## src/rtl/uart_ctrl.sv

```systemverilog
// CPU-side UART controller: DATA/STATUS MMIO slave, RX/TX byte FIFOs and transmit sequencer.
// Optional interrupt output and STATUS[7] enable are built with UART_IRQ_EN.
module uart_ctrl #(
   parameter int RX_DEPTH = 8,
   parameter int TX_DEPTH = 8
) (
   input  logic       clk,
   input  logic       rst,
   input  logic       bus_ce,
   input  logic       bus_we,
   input  logic       bus_addr,
   input  logic [7:0] bus_wdata,
   output logic [7:0] bus_rdata,
   output logic       bus_ack,
   output logic       rx_ce,
   input  logic       rx_fin,
   input  logic [7:0] rx_data,
   output logic       tx_start,
   output logic [7:0] tx_data,
   input  logic       tx_busy
`ifdef UART_IRQ_EN
   ,
   output logic       irq
`endif
);

   localparam int RX_AW = $clog2(RX_DEPTH);
   localparam int TX_AW = $clog2(TX_DEPTH);
   localparam int RX_CW = RX_AW + 1;
   localparam int TX_CW = TX_AW + 1;
   localparam logic [RX_AW:0] RX_FULL_CNT = RX_CW'(RX_DEPTH);
   localparam logic [TX_AW:0] TX_FULL_CNT = TX_CW'(TX_DEPTH);

   typedef enum logic [1:0] {IDLE, LOAD, START, WAITB} tx_state_t;

   logic [7:0]       rx_mem [RX_DEPTH];
   logic [7:0]       tx_mem [TX_DEPTH];
   logic [RX_AW-1:0] rx_wp, rx_rp;
   logic [TX_AW-1:0] tx_wp, tx_rp;
   logic [RX_AW:0]   rx_cnt;
   logic [TX_AW:0]   tx_cnt;
   logic             rx_fin_q, rx_ovr, tx_ovr, irq_en;
   tx_state_t        state, state_nx;

   logic rd_data, rd_stat, wr_data;
   logic rx_full, rx_valid, rx_edge, rx_push, rx_pop, rx_ovr_set;
   logic tx_full, tx_empty, tx_push, tx_pop, tx_ovr_set, tx_idle;
   logic [7:0] status;

   assign rd_data = bus_ce & ~bus_we & ~bus_addr;
   assign rd_stat = bus_ce & ~bus_we &  bus_addr;
   assign wr_data = bus_ce &  bus_we & ~bus_addr;

   // A pop in the same cycle frees a slot, so a push at full still succeeds.
   assign rx_full    = (rx_cnt == RX_FULL_CNT);
   assign rx_valid   = (rx_cnt != '0);
   assign rx_edge    = rx_fin & ~rx_fin_q;
   assign rx_pop     = rd_data & rx_valid;
   assign rx_push    = rx_edge & (~rx_full | rx_pop);
   assign rx_ovr_set = rx_edge & rx_full & ~rx_pop;

   assign tx_full    = (tx_cnt == TX_FULL_CNT);
   assign tx_empty   = (tx_cnt == '0);
   assign tx_push    = wr_data & (~tx_full | tx_pop);
   assign tx_ovr_set = wr_data & tx_full & ~tx_pop;
   assign tx_idle    = tx_empty & (state == IDLE) & ~tx_busy;

   assign status = {irq_en, 2'b00, tx_idle, tx_ovr, rx_ovr, rx_valid, ~tx_full};

   always_ff @(posedge clk) begin
      if (rx_push) rx_mem[rx_wp] <= rx_data;
      if (tx_push) tx_mem[tx_wp] <= bus_wdata;
   end

   always_ff @(posedge clk or posedge rst) begin
      if (rst) begin
         rx_wp     <= '0;
         rx_rp     <= '0;
         rx_cnt    <= '0;
         rx_fin_q  <= 1'b0;
         rx_ovr    <= 1'b0;
         rx_ce     <= 1'b0;
         bus_ack   <= 1'b0;
         bus_rdata <= '0;
      end else begin
         rx_fin_q <= rx_fin;
         rx_ce    <= ~rx_full;
         bus_ack  <= bus_ce;
         if (rx_push) rx_wp <= rx_wp + RX_AW'(1);
         if (rx_pop)  rx_rp <= rx_rp + RX_AW'(1);
         if (rx_push && !rx_pop)      rx_cnt <= rx_cnt + RX_CW'(1);
         else if (!rx_push && rx_pop) rx_cnt <= rx_cnt - RX_CW'(1);
         if (rx_ovr_set)   rx_ovr <= 1'b1;
         else if (rd_stat) rx_ovr <= 1'b0;
         if (rd_data)      bus_rdata <= rx_valid ? rx_mem[rx_rp] : 8'h00;
         else if (rd_stat) bus_rdata <= status;
      end
   end

   always_comb begin
      state_nx = state;
      tx_pop   = 1'b0;
      case (state)
         IDLE:  if (!tx_empty && !tx_busy) begin
                   state_nx = LOAD;
                   tx_pop   = 1'b1;
                end
         LOAD:  state_nx = START;
         START: if (tx_busy) state_nx = WAITB;
         WAITB: if (!tx_busy) state_nx = IDLE;
         default: state_nx = IDLE;
      endcase
   end

   // tx_start is a flop that is high exactly while the FSM sits in LOAD.
   always_ff @(posedge clk or posedge rst) begin
      if (rst) begin
         state    <= IDLE;
         tx_start <= 1'b0;
         tx_data  <= '0;
         tx_wp    <= '0;
         tx_rp    <= '0;
         tx_cnt   <= '0;
         tx_ovr   <= 1'b0;
      end else begin
         state    <= state_nx;
         tx_start <= (state_nx == LOAD);
         if (tx_pop)  tx_data <= tx_mem[tx_rp];
         if (tx_push) tx_wp <= tx_wp + TX_AW'(1);
         if (tx_pop)  tx_rp <= tx_rp + TX_AW'(1);
         if (tx_push && !tx_pop)      tx_cnt <= tx_cnt + TX_CW'(1);
         else if (!tx_push && tx_pop) tx_cnt <= tx_cnt - TX_CW'(1);
         if (tx_ovr_set)   tx_ovr <= 1'b1;
         else if (rd_stat) tx_ovr <= 1'b0;
      end
   end

`ifdef UART_IRQ_EN
   always_ff @(posedge clk or posedge rst) begin
      if (rst) begin
         irq_en <= 1'b0;
         irq    <= 1'b0;
      end else begin
         if (bus_ce && bus_we && bus_addr) irq_en <= bus_wdata[7];
         irq <= irq_en & (rx_valid | rx_ovr);
      end
   end
`else
   assign irq_en = 1'b0;
`endif

endmodule
```

## config.mk

```make
export PLATFORM = sky130hd
export DESIGN_NAME = uart_ctrl
export DESIGN_NICKNAME = d
export VERILOG_FILES = /design/src/rtl/uart_ctrl.sv
export SDC_FILE = /design/constraint.sdc
export NUM_CORES = 1
export LEC_CHECK = 0
export BUFFER_PORTS_ARGS = -buffer_cell sky130_fd_sc_hd__buf_2
export CORE_ASPECT_RATIO = 0.7
export CORE_MARGIN = 2
export CORE_UTILIZATION = 49
export CTS_BUF_LIST = sky130_fd_sc_hd__clkbuf_4 sky130_fd_sc_hd__clkbuf_8 sky130_fd_sc_hd__clkbuf_16
export DETAILED_ROUTE_END_ITERATION = 8
export PLACE_DENSITY = 0.66
export SYNTH_ARGS = -nofsm -noshare
export SYNTH_HDL_FRONTEND = slang
export SYNTH_SLANG_ARGS = --single-unit
```

## constraint.sdc

```tcl
create_clock -name clk -period 3.27 [get_ports clk]
set_clock_uncertainty 0.05 [all_clocks]
set_input_delay 0.1635 -clock clk [delete_from_list [all_inputs] [get_ports clk]]
set_output_delay 0.1635 -clock clk [all_outputs]
set_load 0.005 [all_outputs]
```

======== After elaboration in Yosys (flattened, before gate mapping) ========
Memory sizes are Yosys's and may differ from the RTL's. A register that Yosys moved wholly into a read port is not among the register bits.
Index checks and enable logic that the tools add are counted.
W data, S select, Z words.
storage, ports and cells
  memory bits (writable) .................. 128
  input bits .............................. 23
  output and inout port bits .............. 19
  logic and storage cells ................. 94
  bits in registers ....................... 36
  memories ................................ 2
memory list
  memory  words  width  read ports  clocked after Yosys merged registers in  wr ports  line  source
  rx_mem  8      8      1           0                                        1         36    logic [7:0] rx_mem [RX_DEPTH];
  tx_mem  8      8      1           1                                        1         37    logic [7:0] tx_mem [TX_DEPTH];
operators by class
  equal/unequal tests ..................... 6
  muxes and demuxes ....................... 20
  reduce and logical (&&, ||, !) cells .... 19
  add/subtract/negate cells ............... 8
  bitwise operators ....................... 25
operators by type and width
  operator               number
  $mux W8                3
  $mux W4                4
  $and A1 B1 Y1          15
  $add A3 B1 Y3 const B  4
  $reduce_bool A2 Y1     5
  $mux W1                9
  $add A4 B1 Y4 const B  2
  $eq A4 B4 Y1 const B   2
  $not A1 Y1             8
  $pmux W2 S4            1
  $sub A4 B1 Y4 const B  2
  $logic_not A1 Y1       6
  $mux W2                3
  $logic_and A1 B1 Y1    5
  $eq A2 B1 Y1 const B   2
  $eq A2 B2 Y1 const B   2
  $logic_not A4 Y1       1
  $reduce_bool A4 Y1     1
  $logic_not A2 Y1       1
  $or A1 B1 Y1           2

======== Longest topological paths before layout ========
  depth in word-level cells ............... 11
  depth in mapped cells ................... 11
  gate-level depth less buffers ........... 10

======== Worst setup path after synthesis ========
No wires, ideal clock.
  kind .................................... register -> register
  from .................................... register rx_cnt[0]
  to ...................................... register rx_cnt[3]
  period minus slack after synthesis ...... 2.916 ns
  stages on the path, launching flop included .. 10
  library setup time ...................... 0.126 ns
  data required time ...................... 3.094 ns
  slack ................................... 0.354 ns
  arrival ................................. 2.740 ns
  buffers on the path ..................... 0
  cells stage by stage .................... dfrtp_1 > nor4b_1 > a21boi_2 > ha_1 > inv_1 > ha_1 > a21o_1 > a2111oi_0 > a31oi_1 > a221o_1
between the ends
  longest elaborated chain between the ends .. 7
  elaborated cells between the ends (all ways) .. 15
  those cells by class .................... add/sub (2); eq/ne (1); mux (2); bitwise (4); reduce/logical (6)
RTL lines
  what                                                line    source
  start, declared                                     40      logic [RX_AW:0] rx_cnt;
  start signal, assigned                              91      if (rx_push && !rx_pop) rx_cnt <= rx_cnt + RX_CW'(1);
  start signal, assigned                              92      else if (!rx_push && rx_pop) rx_cnt <= rx_cnt - RX_CW'(1);
  $reduce_bool A4 Y1 or $eq A4 B4 Y1 (tied branches)  56, 55
  $and A1 B1 Y1 or $not A1 Y1 (tied branches)         58, 59
  $or A1 B1 Y1 *                                      59      assign rx_push = rx_edge & (~rx_full | rx_pop);
  $and A1 B1 Y1 *                                     59
  net rx_push                                         46      logic rx_full, rx_valid, rx_edge, rx_push, rx_pop, rx_ovr_set;
  $logic_not A1 Y1                                    92
  $logic_and A1 B1 Y1                                 92
  $reduce_bool A2 Y1 (no line)                        --
The timed path passes the listed nets; every way through them passes the cells marked *. The select of a mux whose other input is x is not followed.
A chain may end at the register's enable or synchronous reset.

======== Worst setup path after layout ========
  from .................................... input port bus_addr
  to ...................................... register rx_cnt[3]
between the ends
  longest elaborated chain between the ends .. 8
  elaborated cells between the ends (all ways) .. 11
  those cells by class .................... mux (1); bitwise (5); reduce/logical (5)
RTL lines
  what                          line  source
  start, declared               11    input logic bus_addr,
  $not A1 Y1 *                  50    assign rd_data = bus_ce & ~bus_we & ~bus_addr;
  $and A1 B1 Y1 *               50
  $and A1 B1 Y1 *               58    assign rx_pop = rd_data & rx_valid;
  $or A1 B1 Y1                  59
  $and A1 B1 Y1                 59
  $logic_not A1 Y1              92
  $logic_and A1 B1 Y1           92
  $reduce_bool A2 Y1 (no line)  --
Mark *: on every way between the ends. The rest lies on a longest branch, timed or not.

==> results.json <==
{
  "status": "finished, final reports clean",
  "worstPathRequired_ns": 3.53,
  "grt_usage_pct": 19.5,
  "coreArea_um2": 13900,
  "wl_per_cell_um": 20.0,
  "grt_overflow_total": 0,
  "synth_top_family_by_area": "multiplexers",
  "min_period_over_period_pct": 95.2,
  "grt_pass1_wl_um": 21700,
  "synth_edf_count": 128,
  "slowest_stage": "dlygate4sd3_1",
  "synth_nets": 431,
  "areaGrowthSynthToFinish_pct": 19.2,
  "intPower_mw": 4.74,
  "power_mw": 6.77,
  "ant_nets": 0,
  "vias_per_cell": 5.56,
  "critPathMaxStageDelay_ns": 0.55,
  "p_seq_share_pct": 46.5,
  "synth_mux_area_share_pct": 13.4,
  "pwr-share-comb_pct": 23.4,
  "ctsRootBufferMaster": "clkbuf_16",
  "cts.reportedPaths.clkPinSlew_ns": 0.07,
  "drt_first_iter_violations": 399,
  "start_util_pct": 50.0,
  "crit_arrival_ns": 3.38,
  "pre_cts_slack_ns": 0.0192,
  "min_period_ns": 3.11,
  "synth_compound_area_share_pct": 4.02,
  "switching_share_pct": 30.0,
  "grt_max_degree": 45,
  "hpwl_um": 9020,
  "p_switching_mw": 2.03,
  "io_pins": 42,
  "clkLatencyLatePin_ns": 0.43,
  "end_kind": "register",
  "yosys.area_share.xor_xnor_pct": 1.51,
  "yosysWarnings": 0,
  "clockBufferDepth": 2,
  "hold_viol_final": 0,
  "power_frac_clock_pct": 30.2,
  "io_buffers": 41,
  "mappedNetlistArea_um2": 6960,
  "htree_levels": 4,
  "cts.sinks": 172,
  "p_leak_nw": 3.02,
  "cellPowerDensity_nw_per_um2": 816,
  "fmax_mhz": 321,
  "gp_congestion": 0.794,
  "remaining_drc_errors": 0,
  "dr_total_vias": 3802,
  "die_area_um2": 15200,
  "diodes": 0,
  "slew_headroom_pct": 37.6,
  "critPathMaxFanout": 10,
  "layout_common_cells": "edfxtp_1 (128), dfrtp_1 (44), buf_2 (41)",
  "final_common_cell": "edfxtp_1",
  "crit_chain": "dlygate4sd3_1, buf_2, or3b_4, nor2_2, inv_1, ha_1, inv_1, ha_1, a21o_1, a2111oi_1, a31oi_1, a221o_1",
  "cp-startpoint": "bus_addr",
  "drive_gt1_share_pct": 27.1,
  "cap_violations": 0,
  "async_flop_share_pct": 25.6,
  "die_x_um": 146,
  "crit_type": "in -> reg",
  "antenna_found_initial": 0,
  "finalWorstSetupSlack_ns": 0.157,
  "cp-start-kind": "input pin",
  "fillerInstances": 1030,
  "synthCells": 396,
  "routed_wl_um": 13700,
  "cp_top_family": "buffers and inverters",
  "die_height_um": 104,
  "drtPass1Iterations": 5,
  "finalSetupViolCount": 0,
  "synth-main-ff-cell": "edfxtp_1",
  "numCtsBuffers": 17,
  "cts_tree": "yes",
  "ys_ff_latch": 172,
  "synthAdderAreaFrac_pct": 2.37,
  "hp-class": "in -> reg",
  "worst_slew_pin_slew_ns": 0.936,
  "placementRows": 36,
  "yosys.area_share.simple_pct": 5.79,
  "netlist-cell-type-count": 43,
  "peakVddDrop_v": 0.000434,
  "synth_seq_area_share_pct": 71.0,
  "post_cts_buffers": 0,
  "nets": 516,
  "hp-start": "rx_fin",
  "final_util_pct": 59.7,
  "grt_pass1_vias": 3889,
  "timing.rr.start": "tx_cnt[1]",
  "path_buf_inv": 4,
  "final_max_slew_viol_count": 0,
  "avgSynthCellArea_um2": 17.6
}
## final cells by class
type | count | area (µm²) | share of cell area [%]
Tap cell | 190 | 238 | 2.86
Timing Repair Buffer | 83 | 576 | 6.93
Clock inverter | 13 | 155 | 1.87
Sequential cell | 172 | 4940 | 59.6
Clock buffer | 19 | 447 | 5.38
Multi-Input combinational cell | 200 | 1920 | 23.1
Inverter | 7 | 26.3 | 0.316
## final timing paths
path / to / slack [ns] / cells past startpoint
worst min register to register: state[1] / 0.45 / 1
worst max-delay path: rx_cnt[3] / 0.16 / 12
max in group asynchronous: rx_wp[1] / 2.13 / 3
worst max register to register: tx_cnt[3] / 0.19 / 8
min in group asynchronous: tx_data[4] / 0.43 / 3
worst min-delay path: rx_fin_q / 0.34 / 2
## per-layer routing
layer / vias to the layer above / track usage [%] / wire, µm
met2: 116 / 29.5 / 6470
met5: - / 0 / 0
met3: 16 / 5.73 / 745
li1: 1721 / - / -
met1: 1949 / 27.8 / 6320
met4: 0 / 5.48 / 138
## through the flow
stage          area (µm²)  setup TNS (ns)  hold WS, ns  cells
6_report             8300               0        0.341    684
3_5_place_dp         7450               0        0.234    630
2_1_floorplan        6960               0        0.145    396
5_1_grt              8300        -0.00661        0.339    684
4_1_cts              8280               0        0.334    684
3_3_place_gp         7450               0        0.238    630
## registers in the layout, summed over array words and instances (netlist names), 2 cells and up
register	count
rx_mem	64
tx_mem	64
bus_rdata	8
tx_data	8
rx_cnt	4
tx_cnt	4
rx_rp	3
rx_wp	3
tx_rp	3
tx_wp	3
state	2
## Yosys cell counts, types with 4 or more instances
cell / n / area, µm²
nand2b_1: 6 / 37.5
a221o_1: 4 / 40.0
mux4_1: 7 / 184
nor2_1: 32 / 120
inv_1: 7 / 26.3
a31oi_1: 5 / 31.3
clkbuf_1: 6 / 22.5
dfrtp_1: 44 / 1100
mux4_2: 23 / 518
nor2b_1: 4 / 25.0
o21ai_0: 5 / 25.0
nand2_1: 19 / 71.3
nor3_1: 10 / 50.1
buf_2: 4 / 20.0
a21oi_1: 13 / 65.1
xnor2_1: 9 / 78.8
mux2i_1: 13 / 130
ha_1: 10 / 125
edfxtp_1: 128 / 3840
mux2_2: 9 / 101
## power groups by stage
| stage | Sequential, mW | Clock [mW] | Combinational (mW) |
|---|---|---|---|
| after floorplan | 2.92 | 0 | 1.30 |
| after global placement | 3.15 | 0 | 1.49 |
| after detailed placement | 3.17 | 0 | 1.55 |
| after CTS | 3.14 | 2.08 | 1.58 |
| after global routing | 3.21 | 2.18 | 1.77 |
| final | 3.15 | 2.04 | 1.58 |
## repair_timing
action                                  CTS  global route
endpoints found under the hold margin   177             0
hold buffers                             22             0
gates resized for setup                   1             6
endpoints found under the setup margin    1             2
## cell families after synthesis
| group | count (synthesis) |
|---|---|
| and+or+nand+nor | 83 |
| muxes | 52 |
| AOI/OAI and AO/OA | 41 |
| xor gates and xnor gates | 12 |
| buffers and inverters | 24 |
| DFF | 172 |
| adders and majority gates | 12 |
Note: power is estimated with default switching activity, not from simulation.
